--- src/rtl/mult_issue.sv ---
// Issue stage for the sequential multiplier: buffers operand pairs, launches one
// multiply at a time and holds each product on a valid/ready result port.
module mult_issue #(
  parameter int DEPTH    = 4,
  parameter int MIN_WAIT = 2
) (
  input  logic        clk,
  input  logic        reset,
  input  logic        in_valid,
  output logic        in_ready,
  input  logic [31:0] in_a,
  input  logic [31:0] in_b,
  output logic [31:0] mult_a,
  output logic [31:0] mult_b,
  output logic        mult_start,
  input  logic [63:0] mult_product,
  input  logic        mult_done,
  output logic        out_valid,
  input  logic        out_ready,
  output logic [63:0] out_product,
  output logic        busy,
  output logic [15:0] op_count
);

  localparam int AW = $clog2(DEPTH);
  localparam int CW = (MIN_WAIT > 1) ? $clog2(MIN_WAIT) : 1;
  localparam logic [AW:0] FULL_CNT = (AW + 1)'(DEPTH);

  localparam logic [1:0] IDLE  = 2'd0;
  localparam logic [1:0] START = 2'd1;
  localparam logic [1:0] WAIT  = 2'd2;
  localparam logic [1:0] HOLD  = 2'd3;

  logic [63:0]   mem_q [DEPTH];
  logic [AW-1:0] wrPtr_q, rdPtr_q;
  logic [AW:0]   count_q;
  logic [1:0]    state_q, state_d;
  logic [CW-1:0] wait_q, wait_d;
  logic [31:0]   multA_q, multA_d, multB_q, multB_d;
  logic          start_q, start_d;
  logic          outValid_q, outValid_d;
  logic [63:0]   outProduct_q, outProduct_d;
  logic [15:0]   opCount_q;
  logic          push, pop, capture, retire;

  assign in_ready = (count_q < FULL_CNT);
  assign push     = in_valid && in_ready;
  assign retire   = outValid_q && out_ready;

  always_ff @(posedge clk) begin
    if (push) mem_q[wrPtr_q] <= {in_a, in_b};
  end

  always_ff @(posedge clk or posedge reset) begin
    if (reset) begin
      wrPtr_q <= '0;
      rdPtr_q <= '0;
      count_q <= '0;
    end else begin
      if (push) wrPtr_q <= wrPtr_q + AW'(1);
      if (pop)  rdPtr_q <= rdPtr_q + AW'(1);
      case ({push, pop})
        2'b10:   count_q <= count_q + (AW + 1)'(1);
        2'b01:   count_q <= count_q - (AW + 1)'(1);
        default: count_q <= count_q;
      endcase
    end
  end

  // The done seen in the first MIN_WAIT-1 cycles after start may still belong to
  // the previous operation, so the wait counter masks it.
  always_comb begin
    state_d = state_q;
    wait_d  = wait_q;
    multA_d = multA_q;
    multB_d = multB_q;
    start_d = 1'b0;
    pop     = 1'b0;
    capture = 1'b0;
    case (state_q)
      IDLE: begin
        if (count_q != '0) begin
          pop                = 1'b1;
          {multA_d, multB_d} = mem_q[rdPtr_q];
          start_d            = 1'b1;
          state_d            = START;
        end
      end
      START: begin
        wait_d  = CW'(MIN_WAIT - 1);
        state_d = WAIT;
      end
      WAIT: begin
        if (wait_q != '0) begin
          wait_d = wait_q - CW'(1);
        end else if (mult_done) begin
          if (!outValid_q || out_ready) begin
            capture = 1'b1;
            state_d = IDLE;
          end else begin
            state_d = HOLD;
          end
        end
      end
      HOLD: begin
        if (retire) begin
          capture = 1'b1;
          state_d = IDLE;
        end
      end
      default: state_d = IDLE;
    endcase
  end

  always_comb begin
    outProduct_d = capture ? mult_product : outProduct_q;
    outValid_d   = capture ? 1'b1 : (retire ? 1'b0 : outValid_q);
  end

  always_ff @(posedge clk or posedge reset) begin
    if (reset) begin
      state_q      <= IDLE;
      wait_q       <= '0;
      multA_q      <= '0;
      multB_q      <= '0;
      start_q      <= 1'b0;
      outValid_q   <= 1'b0;
      outProduct_q <= '0;
      opCount_q    <= '0;
    end else begin
      state_q      <= state_d;
      wait_q       <= wait_d;
      multA_q      <= multA_d;
      multB_q      <= multB_d;
      start_q      <= start_d;
      outValid_q   <= outValid_d;
      outProduct_q <= outProduct_d;
      if (retire) opCount_q <= opCount_q + 16'd1;
    end
  end

  assign mult_a      = multA_q;
  assign mult_b      = multB_q;
  assign mult_start  = start_q;
  assign out_valid   = outValid_q;
  assign out_product = outProduct_q;
  assign busy        = (state_q != IDLE);
  assign op_count    = opCount_q;

endmodule

--- config.mk ---
export PLATFORM = sky130hd
export DESIGN_NAME = mult_issue
export DESIGN_NICKNAME = d
export VERILOG_FILES = /design/src/rtl/mult_issue.sv
export SDC_FILE = /design/constraint.sdc
export NUM_CORES = 1
export LEC_CHECK = 0
export BUFFER_PORTS_ARGS = -buffer_cell sky130_fd_sc_hd__buf_4
export CORE_ASPECT_RATIO = 1.2
export CORE_MARGIN = 2
export CORE_UTILIZATION = 50
export DETAILED_ROUTE_END_ITERATION = 10
export PLACE_DENSITY = 0.74
export SLEW_MARGIN = 20
export SYNTH_ARGS = -nofsm -noshare
export SYNTH_HDL_FRONTEND = slang
export SYNTH_SLANG_ARGS = --single-unit
export TNS_END_PERCENT = 30
--- constraint.sdc ---
create_clock -name clk -period 4.9 [get_ports clk]
set_input_delay 0.49 -clock clk [delete_from_list [all_inputs] [get_ports clk]]
set_output_delay 0.49 -clock clk [all_outputs]
set_load 0.02 [all_outputs]
[Yosys cells after proc, flatten, opt, wreduce, memory -nomap -nowiden]
Memory sizes are Yosys's and may differ from the RTL's. A register that Yosys moved wholly into a read port is not among the register bits.
Index checks and enable logic that the tools add are counted.
Storage, ports and cells
  memory bits (writable): 256
  logic and storage cells: 58
  input bits: 133
  memories: 1
  bits in registers: 92
Cells by class
  magnitude comparators: 1
  $add $sub $neg: 6
  equal/unequal tests: 9
  multiplexer cells: 20
  reductions and logical operators: 12
Memory list
  mem_q: words 4, bits a word 64, rd ports 1, clocked after Yosys merged registers in 1, wr ports 1, line 34  | logic [63:0] mem_q [DEPTH];
Operator list (number)
  16-bit by 1-bit adder with 16-bit output, second input constant: 1
  1-bit two-way mux: 11
  2-bit two-way mux: 5
  2-bit inequality test, second input constant: 4
  2-bit one-hot mux with 4 select lines: 1
  2-bit nonzero test: 4
  2-bit == test, second input constant: 3
  3-bit one-hot mux with 2 select lines: 1
  2-bit by 1-bit adder with 2-bit output, second input constant: 2
  2-bit by 1-bit == test with 1-bit output, second input constant: 2
  1-bit one-hot mux with 2 select lines: 2
  4-bit AND reduction: 1
  3-bit by 1-bit adder with 3-bit output, second input constant: 1
  3-bit less-than comparator, second input constant: 1
  3-bit nonzero test: 1
  3-bit by 1-bit subtractor with 3-bit output, second input constant: 1
  1-bit logical AND: 2
  2-bit zero test: 1
  2-bit AND reduction: 1
  1-bit zero test: 1
  1-bit logical OR: 1
  1-bit subtractor, second input constant: 1

[Depth between registers and ports, before layout]
Gate-level depths: netlist (run 1).
  depth in word-level cells: 7
  depth in mapped cells: 11

[Worst setup path after synthesis (run 1)]
No wires, ideal clock.
  path type: in2reg
  from: in in_valid
  to: mem mem_q[0][0] (enable)
  required time: 4.471 ns
  stages on the path: 3
  path slack: 2.105 ns
  arrival: 2.366 ns
  path through: nor2b_1 clkbuf_1 and2_1
On the way
  word-level cells in the longest chain between the ends: 3
Ends and longest elaborated chain
  from (decl): line 9  | input logic in_valid,
  1-bit logical AND: line 47  | assign push = in_valid && in_ready;
  1-bit two-way mux: line 51  | if (push) mem_q[wrPtr_q] <= {in_a, in_b};
  1-bit two-way mux (implied by the code): line 51
  to (decl): line 34
No other way between the ends.

[Worst setup path in the final report (run 1)]
  from: reg state_q[0]
  to: reg outProduct_q[3], in the netlist out_product[3]
On the way
  word-level cells in the longest chain between the ends: 2
Ends and longest elaborated chain
  from (decl): line 37  | logic [1:0] state_q, state_d;
  from (signal assigned): line 131  | state_q <= state_d;
  2-bit == test: line 80  | case (state_q)
  1-bit one-hot mux with 2 select lines *: line 80
  to (signal assigned): line 137  | outProduct_q <= outProduct_d;
  to (decl): line 42  | logic [63:0] outProduct_q, outProduct_d;
Every way passes the cells marked *; elsewhere a longest branch is shown, timed or not.
A chain may end at the register's enable or synchronous reset.

==> metrics, run 1 <==
outcome=finished, final reports clean; most common library cells after synthesis=edfxtp_1 (256), nand2_1 (204), dfrtp_1 (156); final net count=1304; Hold/Removal Path Class=in -> async; Final Setup Violations=0; switching power=3.94 mW; Crit. End Element=flip-flop; Die X-Extent=164 µm; Synth Net Count=1010; number of buffers created by CTS=40; top post-synthesis cells by area=edfxtp_1 (50%), dfrtp_1 (25%), mux4_2 (9.4%); placed insts=1514; FFs w/ async S/R, synth=0.379; layer with the highest usage=met2; clock power share=0.238; Comb pwr share=0.328; xor and xnor area share after synthesis=0.0120; Sw Ratio=0.326; post-route core utilization=0.628; routed len/inst=19.7 µm; reg2reg end=out_product[3]$_DFFE_PP0P_; FMAX=436 MHz; area share of fa/ha/maj cells after synthesis=0.00945; reg2reg path depth=6; antenna violations before repair=1; post-DR vias/cell=5.16; non-filler cells in the finished layout=1585; simple-gate share of the synthesized area=0.0611; root buffer cell=clkbuf_16; area fraction in compound gates after synthesis=0.00424; Layout Skew=0.0175 ns; WHS=0.0110 ns; setup repair bufs after CTS=0; DRC viols=0; Final Instance Area=19100 µm²; flops & latches, synth=412; GP Congestion=0.739; post-route setup TNS=0 ns; DRT Pass-1 Iters=5; fin worst setup slack=2.61 ns; vias=8180; pwr/cell area=633 nW/µm²; initial DRC count=678; clk buf depth=3; EDFF count, synth=256; Seq/Total Area, Yosys=0.755; reg2reg start=state_q[0]$_DFFE_PP0P_; pin count of the biggest net entering global routing=67; final hold viol count=0; Reg power frac=0.434; CTS tree=yes; Mapped Avg Cell Area=17.7 µm²; maximum VDD drop=0.000342 V; Initial Util=0.505; # rows=70; Tmin final=2.29 ns; Leakage=7.72 nW; routed wire length=31.3 mm; Final period util=0.468; gr ovfl total=0; post-synthesis mux area share=0.142; Worst Path Arrival=2.68 ns; most frequent cell after synthesis=edfxtp_1; CP Launch Type=flip-flop; Vert. Die Dim=196 µm; Post-Syn Instances=866; met1 Resource Use GR=0.232; first-pass GRT wire length=47.8 mm; number of global-route vias before repair=8651; Yosys top cell by area=edfxtp_1; area post-placement=17900 µm²; Synth Warn #=0; Rel. slew slack=0.305; GR Util All Layers=0.196; DP Wirelength=19.2 mm; Netlist cell types=34; R2R setup slack=2.61 ns; Total Power=12.1 mW; kind of critical path=reg -> reg; largest family of logic cells by synthesized area=multiplexers; Ports=281; GR met3 Demand/Resource=0.0522; Clk Latency, worst-skew pair=0.52 ns; worst-margin pin slew=1.04 ns; Slew Limit Fails=0; Post-synth top flop=edfxtp_1; RSZ-0062 raised after global routing=false; Worst Path Required=5.29 ns; P&R area growth vs syn=24.3%; post-route ant nets=0; Core Area=30400 µm²; grt met2 use=0.349; CP Max Fanout=64; dpl ws=2.44 ns; post-CTS sizing=0; internal power=8.14 mW; # port buffers=280; maxcap violations=0; mapped cell area=15400 µm²; # clock sinks=412; H-tree depth=2; Synth top area share=0.501; Reg clk slew, reported paths=0.06 ns; proportion of layout cells with a drive suffix above 1=0.404; die area=32100 µm²; cts-stage hold buffer count=0
-- per-layer routing --
| metal | share of wire | wire length [µm] |
|---|---|---|
| met1 | 0.36 | 11400 |
| met3 | 0.090 | 2810 |
| met5 | 0 | 0 |
| met4 | 0.021 | 654 |
| met2 | 0.53 | 16400 |
-- power groups by stage --
stage	clock, mW	sequential (mW)	combinational [mW]
final	2.88	5.24	3.96
after global routing	3.09	5.35	4.31
after CTS	2.96	5.27	4.05
after detailed placement	0	5.33	4.04
after global placement	0	5.29	3.96
after floorplan	0	5.71	2.01
-- how the worst max path moves through the flow --
stage / from / end / slack, ns / cells after the start
after floorplan: reset / count_q[0]$_DFFE_PP0P_ / 0.20 / 1
after global placement: in_valid / mem_q[2][55]$_DFFE_PP_ / 2.55 / 3
after detailed placement: in_valid / mem_q[0][56]$_DFFE_PP_ / 2.44 / 3
after CTS: count_q[2]$_DFFE_PP0P_ / mem_q[0][0]$_DFFE_PP_ / 2.60 / 2
after global routing: state_q[0]$_DFFE_PP0P_ / out_product[46]$_DFFE_PP0P_ / 2.46 / 6
final: state_q[0]$_DFFE_PP0P_ / out_product[3]$_DFFE_PP0P_ / 2.61 / 6
-- cells in the final DEF (no fill, tap or decap), types with 2 or more instances in the layout --
cell       netlist  final
dfrtp_1        156    154
mux4_2          64     64
dfrtp_4          0      2
and2_4           0      4
ha_1            10     10
nand4_1          3      3
clkbuf_16        0     41
nor2b_1          2      2
xor2_1           3      3
mux2_1           5      5
o21ai_0          2      2
a31oi_1          2      2
inv_6            0      3
inv_1           16     14
clkinv_2         0      4
nor2_1           6      6
a21oi_1          2      2
clkbuf_8         0      8
edfxtp_1       256    256
mux2_2          60     60
buf_4           11    287
nand3_1          5      5
clkbuf_1         7     14
xnor2_1         18     18
nor4_2           2      2
nand2_1        204    204
-- cells by family (layout without fill, tap and decap cells) --
group / count (synthesis) / count (layout)
fa+ha+maj: 11 / 11
compound gates: 9 / 9
flops: 412 / 412
buf+inv: 51 / 373
mux: 130 / 130
simple gates: 232 / 232
other cells: 0 / 1
xor+xnor: 21 / 21
-- critical path, stage by stage (launching register included) --
cell      delay, ns
dfrtp_1        0.41
inv_1          0.11
ha_1           0.22
nand3b_1       0.17
a21oi_4        0.14
buf_4          0.64
mux2_2         0.42
-- layout make-up --
class,instances,area (µm²)
diodes,1,2.50
clock buffers,63,1190
clock inverters,7,48.8
fillers,2230,11300
inverters,16,65.1
multi-input cells,403,3540
flip-flops and latches,412,11600
well taps,396,495
repair buffers,287,2150
-- state kept, by name (all words and copies together), names as in the netlist --
signal       count
out_valid        1
state_q          2
mult_b          32
mult_start       1
wait_q           1
op_count        16
mult_a          32
rdPtr_q          2
wrPtr_q          2
out_product     64
mem_q          256
count_q          3
Note: power is estimated with default switching activity, not from simulation.
==> run 2: changes to the inputs <==
--- a/config.mk
+++ b/config.mk
@@ -5,12 +5,13 @@
 export SDC_FILE = /design/constraint.sdc
 export NUM_CORES = 1
 export LEC_CHECK = 0
+export ABC_AREA = 1
 export BUFFER_PORTS_ARGS = -buffer_cell sky130_fd_sc_hd__buf_4
 export CORE_ASPECT_RATIO = 1.2
 export CORE_MARGIN = 2
 export CORE_UTILIZATION = 50
 export DETAILED_ROUTE_END_ITERATION = 10
-export PLACE_DENSITY = 0.74
+export PLACE_DENSITY = 0.73
 export SLEW_MARGIN = 20
 export SYNTH_ARGS = -nofsm -noshare
 export SYNTH_HDL_FRONTEND = slang
==> constraint.sdc (replaced) <==
create_clock -name clk -period 2 [get_ports clk]
set_input_delay 0.2 -clock clk [delete_from_list [all_inputs] [get_ports clk]]
set_output_delay 0.2 -clock clk [all_outputs]
set_load 0.02 [all_outputs]
==> run 2 against run 1 <==
  * Sequential share of layout area decreased by 6.1 points
  * Clock power increased to 2.5 times the previous value
  * Worst hold slack better by 0.021 ns
  * Routed wire length up 30%
  * Via count is 44% higher
  * Count of clock-buffer cells in the layout fell by 4
  * Fmax grew 25%
  * Register-to-register slack lost 2.4 ns
  * Clock skew is 0.0038 ns higher
  * Cell count up 41%
  * Global-route usage rose by 4.4 points
  * Critical path type unchanged
  * Largest cell class unchanged
==> metrics, run 2 <==
Crit-path slowest cell=buf_4; WHS=0.0319 ns; routed wire length=40.7 mm; maximum VDD drop=0.00117 V; Netlist cell types=28; pwr/cell area=1510 nW/µm²; Hold/Removal Path Class=in -> reg; routed len/inst=18.2 µm; Largest register FFs=256; Core Area=31500 µm²; most frequent cells in the layout=nor2_1 (399), buf_4 (298), edfxtp_1 (256), nand2_1 (159), dfrtp_1 (154); # port buffers=280; first-pass GRT wire length=63.7 mm; Synth Warn #=0; Synth top area share=0.478; CP Max Fanout=66; GR Util All Layers=0.239; Layout Skew=0.0214 ns; FMAX=544 MHz; P&R area growth vs syn=31.8%; area fraction in compound gates after synthesis=0.0622; Crit. End Element=flip-flop; non-filler cells in the finished layout=2240; CP Launch Type=flip-flop; Seq/Total Area, Yosys=0.720; Post-Syn Instances=1403; final net count=1949; Post-synth top flop=edfxtp_1; CTS tree=yes; Rel. slew slack=0.376; FFs w/ async S/R, synth=0.379; maxcap violations=0; Reg clk slew, reported paths=0.06 ns; vias=11800; Slew Limit Fails=0; flops & latches, synth=412; placed insts=2041; commonest non-fill, non-tap cell in the layout=nor2_1; post-route setup TNS=0 ns; # rows=71; top post-synthesis cells by area=edfxtp_1 (48%), dfrtp_1 (24%), nor2_1 (9.4%); Final period util=0.918; root buffer cell=clkbuf_16; initial DRC count=1051; GP Congestion=0.825; die area=33600 µm²; Die X-Extent=168 µm; DRT Pass-1 Iters=5; Yosys top cell by area=edfxtp_1; crit path cell chain=inv_2 > ha_4 > nand2_4 > inv_2 > buf_4 > nor2_1 > a21oi_1; proportion of layout cells with a drive suffix above 1=0.214; pin count of the biggest net entering global routing=130; outcome=finished, final reports clean; EDFF count, synth=256; post-route ant nets=0; Tmin final=1.84 ns; kind of critical path=reg -> reg; number of global-route vias before repair=12000; Worst Path Required=2.43 ns; largest family of logic cells by synthesized area=simple AND/OR/NAND/NOR gates; Final Setup Violations=0; mapped cell area=16100 µm²; clk buf depth=3; Mapped Avg Cell Area=11.5 µm²; xor and xnor area share after synthesis=0.00816; most common library cells after synthesis=nor2_1 (403), edfxtp_1 (256), nand2_1 (163); post-route core utilization=0.673; post-DR vias/cell=5.26; # clock sinks=412; DP Wirelength=23.8 mm; antenna violations before repair=4; most used cell, CP=inv_2; fillers=2182; R2R setup slack=0.16 ns; Vert. Die Dim=201 µm; area share of fa/ha/maj cells after synthesis=0.00902; worst-margin pin slew=0.935 ns; DRC viols=0; Synth Net Count=1547; setup repair bufs after CTS=0; Clk Latency, worst-skew pair=0.53 ns; most frequent cell after synthesis=nor2_1; Worst Path Arrival=2.27 ns; H-tree depth=2; Ports=281; Largest Register=mem_q; post-synthesis mux area share=0.000700; gr ovfl total=0; Leakage=8.85 nW; number of buffers created by CTS=40; Initial Util=0.510; simple-gate share of the synthesized area=0.161; final hold viol count=0; Worst path max stage delay=0.73 ns
==> run 2: changes by cell type after synthesis, sizes merged, moves of 12 or more <==
| cell | change |
|---|---|
| mux2 | -64 |
| nand3 | +67 |
| nand2 | -40 |
| buf | +30 |
| clkbuf | +12 |
| a21oi | +64 |
| o21ai | +131 |
| inv | +18 |
| nor2 | +401 |
| mux4 | -64 |
==> run 2: worst paths after layout <==
| path | to | from | depth (start not counted) |
|---|---|---|---|
| max in group asynchronous | out_product[12]$_DFFE_PP0P_ | reset | 4 |
| max | mult_b[2]$_DFFE_PP0P_ | state_q[1]$_DFFE_PP0P_ | 7 |
| min reg2reg | out_product[12]$_DFFE_PP0P_ | out_product[12]$_DFFE_PP0P_ | 2 |
| min | out_product[12]$_DFFE_PP0P_ | mult_product[12] | 3 |
| max reg2reg | mult_b[2]$_DFFE_PP0P_ | state_q[1]$_DFFE_PP0P_ | 7 |
| min in group asynchronous | mult_b[19]$_DFFE_PP0P_ | reset | 3 |
==> run 2: layer usage <==
layer	wire length, µm	GRT usage
met1	15700	0.284
met2	20700	0.421
met3	3080	0.0572
met4	1320	0.0935
met5	0	0
==> run 2: logic make-up after synthesis <==
kind of cell / after synthesis
and+or+nand+nor: 653
DFF: 412
muxes: 1
xor gates and xnor gates: 15
adders and majority gates: 11
buffers and inverters: 111
AOI/OAI and AO/OA: 200
==> run 2: worst max-delay path, delay by kind of cell (launching register included) <==
| family | cells | cell delay (ns) |
|---|---|---|
| buf+inv | 3 | 0.89 |
| flops | 1 | 0.39 |
| compound gates | 1 | 0.16 |
| fa+ha+maj | 1 | 0.15 |
| simple gates | 2 | 0.14 |
==> run 2: area by class of cell <==
class	count	area (µm²)	area share
sequential	412	11600	0.547
tap	401	502	0.0237
antenna	4	10.0	0.000472
clock buffer	59	1130	0.0535
multi-input combinational	880	3940	0.186
timing repair buffer	437	3780	0.178
inverter	34	134	0.00631
clock inverter	13	116	0.00549
==> run 2: per-stage QoR <==
step | instance area [µm²] | worst slack (ns) | power, mW
final | 21200 | 0.163 | 32.0
after global routing | 21200 | -0.000683 | 34.0
after CTS | 21200 | 0.0290 | 32.1
after detailed placement | 18700 | 0.0705 | 24.6
after global placement | 18700 | 0.0956 | 24.2
after floorplan | 16100 | -0.173 | 19.9
==> run 2: what timing repair did <==
item	CTS	global route
endpoints found under the setup margin	0	49
resized for setup	0	6
hold buffers	123	0
hold endpoints to repair	470	0
==> run 2: power breakdown <==
group / switching (mW) / internal [mW] / leakage (nW)
Clock: 3.08 / 4.20 / 0.610
Sequential: 1.27 / 11.4 / 4.18
Combinational: 7.61 / 4.49 / 4.06
